<file path="src/rtl/proc_stat_calc_pkg.sv">
// Shared constants, packed result layout and helpers for the per-channel
// statistics engine; the processing register map imports this for unpacking.
package proc_stat_pkg;

    localparam int C_INDX_WIDTH  = 10;
    localparam int C_DW_WIRE_MEM = 24;
    localparam int C_SMP_W       = C_DW_WIRE_MEM - C_INDX_WIDTH;
    localparam int C_SUM_W       = C_SMP_W + C_INDX_WIDTH;

    typedef struct packed {
        logic signed [C_SMP_W-1:0]      value;
        logic        [C_INDX_WIDTH-1:0] index;
    } t_mm_word;

    function automatic t_mm_word f_pack(input logic signed [C_SMP_W-1:0] value,
                                        input logic [C_INDX_WIDTH-1:0]   index);
        t_mm_word w;
        w.value = value;
        w.index = index;
        return w;
    endfunction

    function automatic int f_smp_w(input int dw_wire_mem, input int indx_width);
        return dw_wire_mem - indx_width;
    endfunction

    // A full frame of extreme samples needs indx_width extra bits of headroom.
    function automatic int f_sum_w(input int smp_w, input int indx_width);
        return smp_w + indx_width;
    endfunction

endpackage

</file>
<file path="src/rtl/proc_minmax_trk.sv">
// Running extreme (min or max) tracker with in-frame index; exposes the
// post-sample value so a frame-end snapshot can include the last sample.
module proc_minmax_trk #(
    parameter int G_SMP_W      = 14,
    parameter int G_INDX_WIDTH = 10,
    parameter bit G_IS_MAX     = 1'b0
) (
    input  logic                       clk,
    input  logic                       aresetn,
    input  logic                       smp_en,
    input  logic                       first,
    input  logic signed [G_SMP_W-1:0]  smp,
    input  logic [G_INDX_WIDTH-1:0]    idx,
    output logic signed [G_SMP_W-1:0]  nxt_val,
    output logic [G_INDX_WIDTH-1:0]    nxt_idx
);

    logic signed [G_SMP_W-1:0] ext_val_r;
    logic [G_INDX_WIDTH-1:0]   ext_idx_r;
    logic                      better_s;

    // Strict compare so ties keep the earliest index.
    always_comb begin
        better_s = 1'b0;
        nxt_val  = ext_val_r;
        nxt_idx  = ext_idx_r;
        if (G_IS_MAX) begin
            better_s = (smp > ext_val_r);
        end else begin
            better_s = (smp < ext_val_r);
        end
        if (smp_en && (first || better_s)) begin
            nxt_val = smp;
            nxt_idx = idx;
        end else begin
            nxt_val = ext_val_r;
            nxt_idx = ext_idx_r;
        end
    end

    // Running extreme register.
    always_ff @(posedge clk) begin
        if (!aresetn) begin
            ext_val_r <= {G_SMP_W{1'b0}};
            ext_idx_r <= {G_INDX_WIDTH{1'b0}};
        end else begin
            ext_val_r <= nxt_val;
            ext_idx_r <= nxt_idx;
        end
    end

endmodule

</file>
<file path="src/rtl/proc_stat_calc.sv">
// Frame statistics engine: per frame of 2^G_INDX_WIDTH samples it publishes
// min/max (with index) and floor average, with read-acknowledged valid flags.
module proc_stat_calc
    import proc_stat_pkg::*;
#(
    parameter int G_INDX_WIDTH  = 10,
    parameter int G_DW_WIRE_MEM = 24,
    parameter int G_BIT_WIDTH   = 32,
    localparam int G_SMP_W      = f_smp_w(G_DW_WIRE_MEM, G_INDX_WIDTH)
) (
    input  logic                      i_clk,
    input  logic                      i_aresetn,
    input  logic                      s_axis_tvalid,
    output logic                      s_axis_tready,
    input  logic [G_SMP_W-1:0]        s_axis_tdata,
    input  logic                      i_restart,
    input  logic                      i_rd_min,
    input  logic                      i_rd_max,
    input  logic                      i_rd_avg,
    output logic [G_DW_WIRE_MEM-1:0]  o_mem_data_min,
    output logic [G_DW_WIRE_MEM-1:0]  o_mem_data_max,
    output logic [G_BIT_WIDTH-1:0]    o_mem_data_avg,
    output logic                      o_vld_min,
    output logic                      o_vld_max,
    output logic                      o_vld_avg,
    output logic                      o_ovf
);

    localparam int C_SUM = f_sum_w(G_SMP_W, G_INDX_WIDTH);

    logic                         tready_r;
    logic [G_INDX_WIDTH-1:0]      q_idx;
    logic signed [C_SUM-1:0]      sum_r;
    logic signed [C_SUM-1:0]      sum_nxt_s;
    logic signed [C_SUM-1:0]      sum_shr_s;
    logic signed [G_BIT_WIDTH-1:0] avg_nxt_s;
    logic signed [G_SMP_W-1:0]    smp_s;
    logic                         accept_s;
    logic                         first_s;
    logic                         frame_end_s;
    logic                         ovf_hit_s;
    logic signed [G_SMP_W-1:0]    min_val_s;
    logic signed [G_SMP_W-1:0]    max_val_s;
    logic [G_INDX_WIDTH-1:0]      min_idx_s;
    logic [G_INDX_WIDTH-1:0]      max_idx_s;

    assign s_axis_tready = tready_r;
    assign smp_s         = s_axis_tdata;
    assign accept_s      = s_axis_tvalid & tready_r & ~i_restart;
    assign first_s       = (q_idx == {G_INDX_WIDTH{1'b0}});
    assign frame_end_s   = accept_s & (q_idx == {G_INDX_WIDTH{1'b1}});

    proc_minmax_trk #(
        .G_SMP_W(G_SMP_W), .G_INDX_WIDTH(G_INDX_WIDTH), .G_IS_MAX(1'b0)
    ) u_min (
        .clk(i_clk), .aresetn(i_aresetn), .smp_en(accept_s), .first(first_s),
        .smp(smp_s), .idx(q_idx), .nxt_val(min_val_s), .nxt_idx(min_idx_s)
    );

    proc_minmax_trk #(
        .G_SMP_W(G_SMP_W), .G_INDX_WIDTH(G_INDX_WIDTH), .G_IS_MAX(1'b1)
    ) u_max (
        .clk(i_clk), .aresetn(i_aresetn), .smp_en(accept_s), .first(first_s),
        .smp(smp_s), .idx(q_idx), .nxt_val(max_val_s), .nxt_idx(max_idx_s)
    );

    // Accumulate and derive the floor average of the frame including this sample.
    always_comb begin
        sum_nxt_s = sum_r;
        if (accept_s) begin
            if (first_s) begin
                sum_nxt_s = C_SUM'(smp_s);
            end else begin
                sum_nxt_s = sum_r + C_SUM'(smp_s);
            end
        end else begin
            sum_nxt_s = sum_r;
        end
        sum_shr_s = sum_nxt_s >>> G_INDX_WIDTH;
        avg_nxt_s = G_BIT_WIDTH'($signed(sum_shr_s[G_SMP_W-1:0]));
        ovf_hit_s = (o_vld_min & ~i_rd_min) | (o_vld_max & ~i_rd_max) |
                    (o_vld_avg & ~i_rd_avg);
    end

    // Stream side: ready, index counter and accumulator.
    always_ff @(posedge i_clk) begin
        if (!i_aresetn) begin
            tready_r <= 1'b0;
            q_idx    <= {G_INDX_WIDTH{1'b0}};
            sum_r    <= {C_SUM{1'b0}};
        end else begin
            tready_r <= 1'b1;
            sum_r    <= sum_nxt_s;
            if (i_restart) begin
                q_idx <= {G_INDX_WIDTH{1'b0}};
            end else if (accept_s) begin
                q_idx <= q_idx + {{(G_INDX_WIDTH-1){1'b0}}, 1'b1};
            end else begin
                q_idx <= q_idx;
            end
        end
    end

    // Result side: snapshots, valid flags and sticky overflow; a frame end
    // wins over a coincident read strobe.
    always_ff @(posedge i_clk) begin
        if (!i_aresetn) begin
            o_mem_data_min <= {G_DW_WIRE_MEM{1'b0}};
            o_mem_data_max <= {G_DW_WIRE_MEM{1'b0}};
            o_mem_data_avg <= {G_BIT_WIDTH{1'b0}};
            o_vld_min      <= 1'b0;
            o_vld_max      <= 1'b0;
            o_vld_avg      <= 1'b0;
            o_ovf          <= 1'b0;
        end else if (frame_end_s) begin
            o_mem_data_min <= {min_val_s, min_idx_s};
            o_mem_data_max <= {max_val_s, max_idx_s};
            o_mem_data_avg <= avg_nxt_s;
            o_vld_min      <= 1'b1;
            o_vld_max      <= 1'b1;
            o_vld_avg      <= 1'b1;
            o_ovf          <= o_ovf | ovf_hit_s;
        end else begin
            o_vld_min <= o_vld_min & ~i_rd_min;
            o_vld_max <= o_vld_max & ~i_rd_max;
            o_vld_avg <= o_vld_avg & ~i_rd_avg;
            o_ovf     <= o_ovf;
        end
    end

endmodule

</file>
<file path="config.mk">
export PLATFORM = sky130hd
export DESIGN_NAME = proc_stat_calc
export DESIGN_NICKNAME = d
export VERILOG_FILES = /design/src/rtl/proc_stat_calc_pkg.sv /design/src/rtl/proc_minmax_trk.sv /design/src/rtl/proc_stat_calc.sv
export SDC_FILE = /design/constraint.sdc
export NUM_CORES = 1
export LEC_CHECK = 0
export ABC_AREA = 1
export CORE_MARGIN = 2
export CORE_UTILIZATION = 35
export DETAILED_ROUTE_END_ITERATION = 12
export SYNTH_ARGS = -nofsm -noshare
export SYNTH_HDL_FRONTEND = slang
export SYNTH_SLANG_ARGS = --single-unit
</file>
<file path="constraint.sdc">
create_clock -name i_clk -period 3.3 [get_ports i_clk]
set_input_delay 0.495 -clock i_clk [delete_from_list [all_inputs] [get_ports i_clk]]
set_output_delay 0.495 -clock i_clk [all_outputs]
set_load 0.02 [all_outputs]
</file>
==> out/results.tsv, run 1 <==
metric	value	unit
DP Worst Slack	0.225	ns
YS warnings	0	
critical path's top delay family	buffers and inverters	
Hold Crit Start	u_max.ext_idx_r[5]	
Synth area leaders	dfxtp_1, nand2_1, nand3_1	
post-CTS sizing	0	
overall die height	159	um
Max Freq	374	MHz
Routability Congestion	0.900	
remaining antenna violation count after routing	0	
Setup-failing EPs final	0	
nets@finish	1351	
Reg clk slew, reported paths	0.07	ns
global-route wire length before repair	37.5	mm
DR vias	7763	
share of the synthesized area in the top cell type	35.5	%
Total GRT Usage	18.0	%
core box area	0.0235	mm2
Yosys top cell by area	dfxtp_1	
Setup Crit Path Kind	primary input to register	
Slew headroom	48.0	%
setup_tns	0	ns
unrepaired setup endpoints after global routing	no	
vias in the first global route	7475	
Post-Syn Area	0.00839	mm2
Ports	106	
crit path DAT	2.97	ns
Distinct cells, synth	38	
initial antenna violation count	0	
critical path startpoint category	primary input	
max-slew violations	0	
FF+latch count, synth	149	
WL per Instance	14.0	um
final setup margin	0.625	ns
Slew @ Worst Pin	0.779	ns
initial core utilization	35.8	%
GRT overflow	0	
worst reg2reg startpoint	sum_r[0]	
Max Cap Viol	0	
Worst Setup SP	s_axis_tdata[1]	
synthesis-to-layout area growth	21.8	%
Hold Fails Final Rpt	0	
worst skew pair latency	0.43	ns
total die area	0.0252	mm2
Bufs and invs on worst path	3	
CP max stage cell	clkdlybuf4s50_1	
DR pass1 iterations	5	
n_diodes	0	
hold depth	2	
Die W	159	um
CP peak stage delay	0.70	ns
Clock Path Buffers	2	
Worst Hold Class	register to register	
Root Buffer	clkbuf_16	
Final min period	2.68	ns
total wire length	22.5	mm
register area share after synthesis	35.5	%
CTS tree	yes	
hold worst-path end	u_max.ext_idx_r[5]	
Iteration-0 DRC Markers	469	
Mapped Nets	1276	
Post-CTS Setup Inserts	0	
R2R Setup Slk	1.02	ns
Critical Path RT	3.60	ns
TritonCTS Buffers	17	
status	completed	
layout cells sized above 1	5.89	%
Reg2Reg Capture Point	o_mem_data_avg[4]	
leakage	4.58	nW
HPWL Detailed	16.2	mm
PwrDens	425	mW/mm2
CP endpoint kind	register	
Port Buf Inserts	105	
vias per cell	4.82	
Syn Inst Count	1202	
final worst path period share	81.1	%
reg2reg path depth	15	
Syn Area/Cell	6.98	um2
Sink Count	149	
H-Tree Depth	4	
largest net degree at the start of global routing	98	
Max Fanout on Critical Path	7	
number of remaining DRC errors	0	
CP Cell Sequence	clkdlybuf4s50_1 -> inv_1 -> fa_1 -> inv_1 -> nand3_1 -> nand3_1 -> nand2_1 -> nand2_1 -> nand3_1 -> nand2_1 -> nand2_1 -> nand3_1 -> nand2_1 -> o21ai_0 -> a21oi_1	
worst vdd ir	0.273	mV
num rows	56	
CTS Hold Buffers Added	0	
Top cell by count, worst path	nand2_1	
skew final	0.0102	ns
-- worst max-delay path by stage --
stage / to / slack [ns] / cells after the start
after floorplan: o_mem_data_max[0] / 1.25 / 17
after global placement: o_mem_data_avg[12] / 0.24 / 14
after detailed placement: o_mem_data_avg[4] / 0.23 / 15
after CTS: o_mem_data_avg[4] / 0.67 / 15
after global routing: o_mem_data_avg[4] / 0.42 / 15
final: o_mem_data_avg[4] / 0.62 / 15
-- cell usage after synthesis --
| master | n |
|---|---|
| nor3_2 | 2 |
| nand4_2 | 1 |
| or2_2 | 9 |
| nand4_1 | 12 |
| buf_1 | 2 |
| nand2_2 | 1 |
| inv_1 | 164 |
| a21boi_0 | 1 |
| nor3b_1 | 2 |
| a21oi_1 | 106 |
| and2_1 | 1 |
| o21a_1 | 52 |
| o21ai_0 | 45 |
| fa_1 | 1 |
| nor3_4 | 2 |
| buf_4 | 29 |
| nand3b_1 | 3 |
| nand3_1 | 140 |
| o21ai_1 | 1 |
| nor2_1 | 51 |
| nand3_4 | 1 |
| nor4_1 | 4 |
| clkbuf_1 | 24 |
| inv_2 | 4 |
| a21o_1 | 1 |
| dfxtp_1 | 149 |
| o211ai_1 | 4 |
| a31oi_1 | 6 |
| buf_2 | 8 |
| xor2_1 | 6 |
| nor3_1 | 5 |
| ha_1 | 52 |
| buf_6 | 4 |
| nand2_4 | 3 |
| o21bai_1 | 4 |
| xnor2_1 | 3 |
| nand2_1 | 298 |
| a22oi_1 | 1 |
-- worst min-delay path, cell delays in order (launching register included) --
cell and delay [ns]:
dfxtp_1 0.30, nand2_1 0.07, a21oi_1 0.06
-- stage by stage --
stage	utilization (%)	power, mW	area, um2	hold WS, ns	instances
2_1_floorplan	-	2.21	8390	0.446	1202
3_3_place_gp	40.9	2.35	9610	0.456	1577
3_5_place_dp	40.9	2.36	9610	0.461	1577
4_1_cts	43.5	4.38	10200	0.472	1609
5_1_grt	43.5	4.53	10200	0.493	1609
6_report	43.5	4.34	10200	0.470	1609
-- per-layer routing --
layer	track usage (%)	up-vias	share of wire, %
met2	29.1	145	45
met5	0	-	0
met4	4.79	0	1.0
li1	-	4047	-
met3	3.32	15	4.2
met1	24.8	3556	50
-- cell type report --
cell class	instances	area, um2
fillers	2464	13300
multi-input cells	818	4390
flip-flops and latches	149	2980
repair buffers	123	1210
inverters	168	631
clock buffers	17	425
well taps	319	399
clock inverters	15	189
-- registers in the layout (all words and copies together), names as in the netlist, 10 cells and up --
register         count
o_mem_data_avg      14
q_idx               10
u_min.ext_idx_r     10
u_max.ext_idx_r     10
sum_r               24
u_max.ext_val_r     14
u_min.ext_val_r     14
o_mem_data_max      24
o_mem_data_min      24
-- cell usage in the layout, fill, tap and decap left out, drive strengths merged --
cell type,Yosys,routed
nand2,302,302
nand4,13,13
clkinv,0,4
clkbuf,24,17
and2,1,1
fa,1,1
o21a,52,52
dfxtp,149,149
nor3b,2,2
nand3b,3,3
clkinvlp,0,1
inv,168,176
nand3,141,141
a21o,1,1
a31oi,6,6
nor2,51,51
o21ai,46,46
or2,9,9
ha,52,52
xor2,6,6
a21oi,106,106
a22oi,1,1
o21bai,4,4
a21boi,1,1
buf,43,19
bufinv,0,2
nor4,4,4
clkdlybuf4s50,0,104
nor3,9,9
xnor2,3,3
o211ai,4,4
-- cells by family (layout without fill, tap and decap cells) --
kind of cell | after synthesis | in the layout | share of synthesized area, %
xor gates and xnor gates | 9 | 9 | 0.939
adders and majority gates | 53 | 53 | 7.99
and+or+nand+nor | 535 | 535 | 28.1
AOI/OAI and AO/OA | 221 | 221 | 15.1
buffers and inverters | 235 | 323 | 12.3
DFF | 149 | 149 | 35.5
-- where the power goes --
group	total (mW)	leakage (nW)	internal, mW	switching, mW
clock	2.02	0.301	1.15	0.871
combinational	0.475	3.07	0.170	0.305
sequential	1.84	1.21	1.83	0.0152
total	4.34	4.58	3.15	1.19
Note: power is estimated with default switching activity, not from simulation.
==> inputs of run 2 (changes only) <==
==> constraint.sdc (replaced) <==
create_clock -name i_clk -period 2.6 [get_ports i_clk]
set_input_delay 0.39 -clock i_clk [delete_from_list [all_inputs] [get_ports i_clk]]
set_output_delay 0.39 -clock i_clk [all_outputs]
set_load 0.02 [all_outputs]
==> run 2 against run 1 <==
Largest power group unchanged. Clock skew is 0.0022 ns higher. Critical endpoint is now o_mem_data_min[22]. Total power is 26% higher. Sequential power is 27% higher. Sequential cell count stayed put. Register-to-register slack worse by 0.66 ns. Clock power is 21% higher. Final cell count is 4.8% higher. Critical path depth is 2 lower. Combinational power is 49% higher. Highest routed layer unchanged. Via count is 5.2% higher.
==> out/results.tsv, run 2 (synthesized netlist as in run 1, its figures left out) <==
metric	value	unit
status	completed	
core box area	0.0235	mm2
overall die height	159	um
PwrDens	506	mW/mm2
final worst path period share	93.5	%
Setup-failing EPs final	0	
Setup Crit Path Kind	primary input to register	
remaining antenna violation count after routing	0	
reg2reg path depth	14	
critical path startpoint category	primary input	
Reg2Reg Capture Point	o_mem_data_avg[2]	
global-route wire length before repair	38.9	mm
Routability Congestion	0.868	
initial core utilization	35.8	%
most common cell after layout, fill and taps aside	nand2_1	
critical path's top delay family	simple AND/OR/NAND/NOR gates	
commonest non-fill, non-tap cells in the layout	nand2_1, inv_1, dfxtp_1, nand3_1, a21oi_1	
n_diodes	0	
skew final	0.0125	ns
DR pass1 iterations	5	
vias per cell	4.84	
HPWL Detailed	16.9	mm
hold_ws	0.406	ns
worst skew pair latency	0.44	ns
Final min period	2.43	ns
Total GRT Usage	18.9	%
CP Cell Sequence	clkdlybuf4s50_1 -> buf_4 -> ha_1 -> nand2_1 -> o21bai_1 -> a21oi_1 -> nand3_1 -> nand3_4 -> nand2_4 -> nand2_1 -> nand3_1 -> nand2_1 -> inv_1	
Critical Path RT	2.94	ns
Clock Path Buffers	2	
Root Buffer	clkbuf_16	
CP endpoint kind	register	
DP Worst Slack	-0.290	ns
biggest regs	o_mem_data_max: 24 flops, o_mem_data_min: 24 flops, sum_r: 24 flops	
Ports	106	
nets@finish	1428	
CP peak stage delay	0.57	ns
final core utilization	46.2	%
number of remaining DRC errors	0	
total die area	0.0252	mm2
max-slew violations	0	
WL per Instance	14.0	um
TritonCTS Buffers	17	
Reg clk slew, reported paths	0.06	ns
Slew @ Worst Pin	0.776	ns
worst reg2reg startpoint	sum_r[0]	
total wire length	23.6	mm
Iteration-0 DRC Markers	471	
Max Freq	411	MHz
DR vias	8165	
leakage	4.97	nW
Port Buf Inserts	105	
Placed Area	0.0102	mm2
Slew headroom	48.3	%
GRT overflow	0	
Die W	159	um
fin area	0.0108	mm2
Max Fanout on Critical Path	26	
num rows	56	
H-Tree Depth	4	
CP max stage cell	clkdlybuf4s50_1	
Reg area	0.00298	mm2
Sink Count	149	
R2R Setup Slk	0.36	ns
# fillers	2391	
setup_tns	0	ns
Multi-input gate area	0.00439	mm2
synthesis-to-layout area growth	29.1	%
layout cells sized above 1	11.2	%
crit path DAT	2.77	ns
CTS tree	yes	
Worst Hold Class	primary input to register	
final setup margin	0.170	ns
Hold Crit Start	s_axis_tdata[5]	
hold worst-path end	sum_r[5]	
Top cell by count, worst path	nand2_1	
initial antenna violation count	0	
Hold Fails Final Rpt	0	
Bufs and invs on worst path	3	
hold depth	3	
Max Cap Viol	0	
vias in the first global route	7649	
largest net degree at the start of global routing	82	
worst vdd ir	0.328	mV
CTS Hold Buffers Added	0	
[run 2: cell types whose count changed in the layout (fill, tap and decap cells not counted), sizes merged]
cell / delta
bufinv: -2
inv: -3
clkinvlp: +1
buf: +77
clkinv: +1
clkbuf: +3
clkdlybuf4s50: -2
dlymetal6s2s: +2
[run 2: worst max-delay path by stage]
stage	startpoint	endpoint	slack, ns	cells after the start
after CTS	s_axis_tdata[13]	o_mem_data_min[22]	0.16	13
after global routing	s_axis_tdata[13]	o_mem_data_min[21]	-0.001	13
after detailed placement	s_axis_tdata[13]	o_mem_data_min[22]	-0.29	13
after floorplan	s_axis_tdata[13]	o_mem_data_max[0]	0.66	17
final	s_axis_tdata[13]	o_mem_data_min[22]	0.17	13
after global placement	s_axis_tdata[13]	o_mem_data_min[10]	-0.27	13
[run 2: where the power goes]
group,switching (mW),internal (mW),total (mW)
clock,1.11,1.33,2.44
sequential,0.0195,2.32,2.34
combinational,0.414,0.295,0.709
total,1.54,3.95,5.48
[run 2: final cells by class]
cell class              instances  share of cell area (%)
multi-input cells             818                    40.5
flip-flops and latches        149                    27.5
repair buffers                200                    17.1
inverters                     168                    5.82
clock buffers                  20                    4.31
well taps                     319                    3.68
clock inverters                12                    1.06
[run 2: repair_timing]
action / in CTS / in global routing
buffers inserted: 0 / 0
setup endpoints to repair: 0 / 24
endpoints found under the hold margin: 0 / 0
gates resized for setup: 0 / 3
[run 2: layer usage]
metal / up-vias / GRT usage (%) / part of all wire (%)
li1: 4200 / - / -
met1: 3758 / 25.8 / 49
met2: 179 / 30.3 / 45
met3: 28 / 3.66 / 4.5
met4: 0 / 5.58 / 1.7
met5: - / 0 / 0
[run 2: worst reg2reg max path, delay by kind of cell (launching register included)]
kind                     cells  cell delay [ns]
flip-flops                   1             0.36
buffers and inverters        3             0.16
adder cells (fa/ha/maj)      2             0.53
AO/OA/AOI/OAI                1             0.21
AND/OR/NAND/NOR              8             0.89
[run 2: stage by stage]
stage | total power [mW] | instances
2_1_floorplan | 2.80 | 1202
3_3_place_gp | 3.08 | 1654
3_5_place_dp | 3.09 | 1654
4_1_cts | 5.54 | 1686
5_1_grt | 5.73 | 1686
6_report | 5.48 | 1686
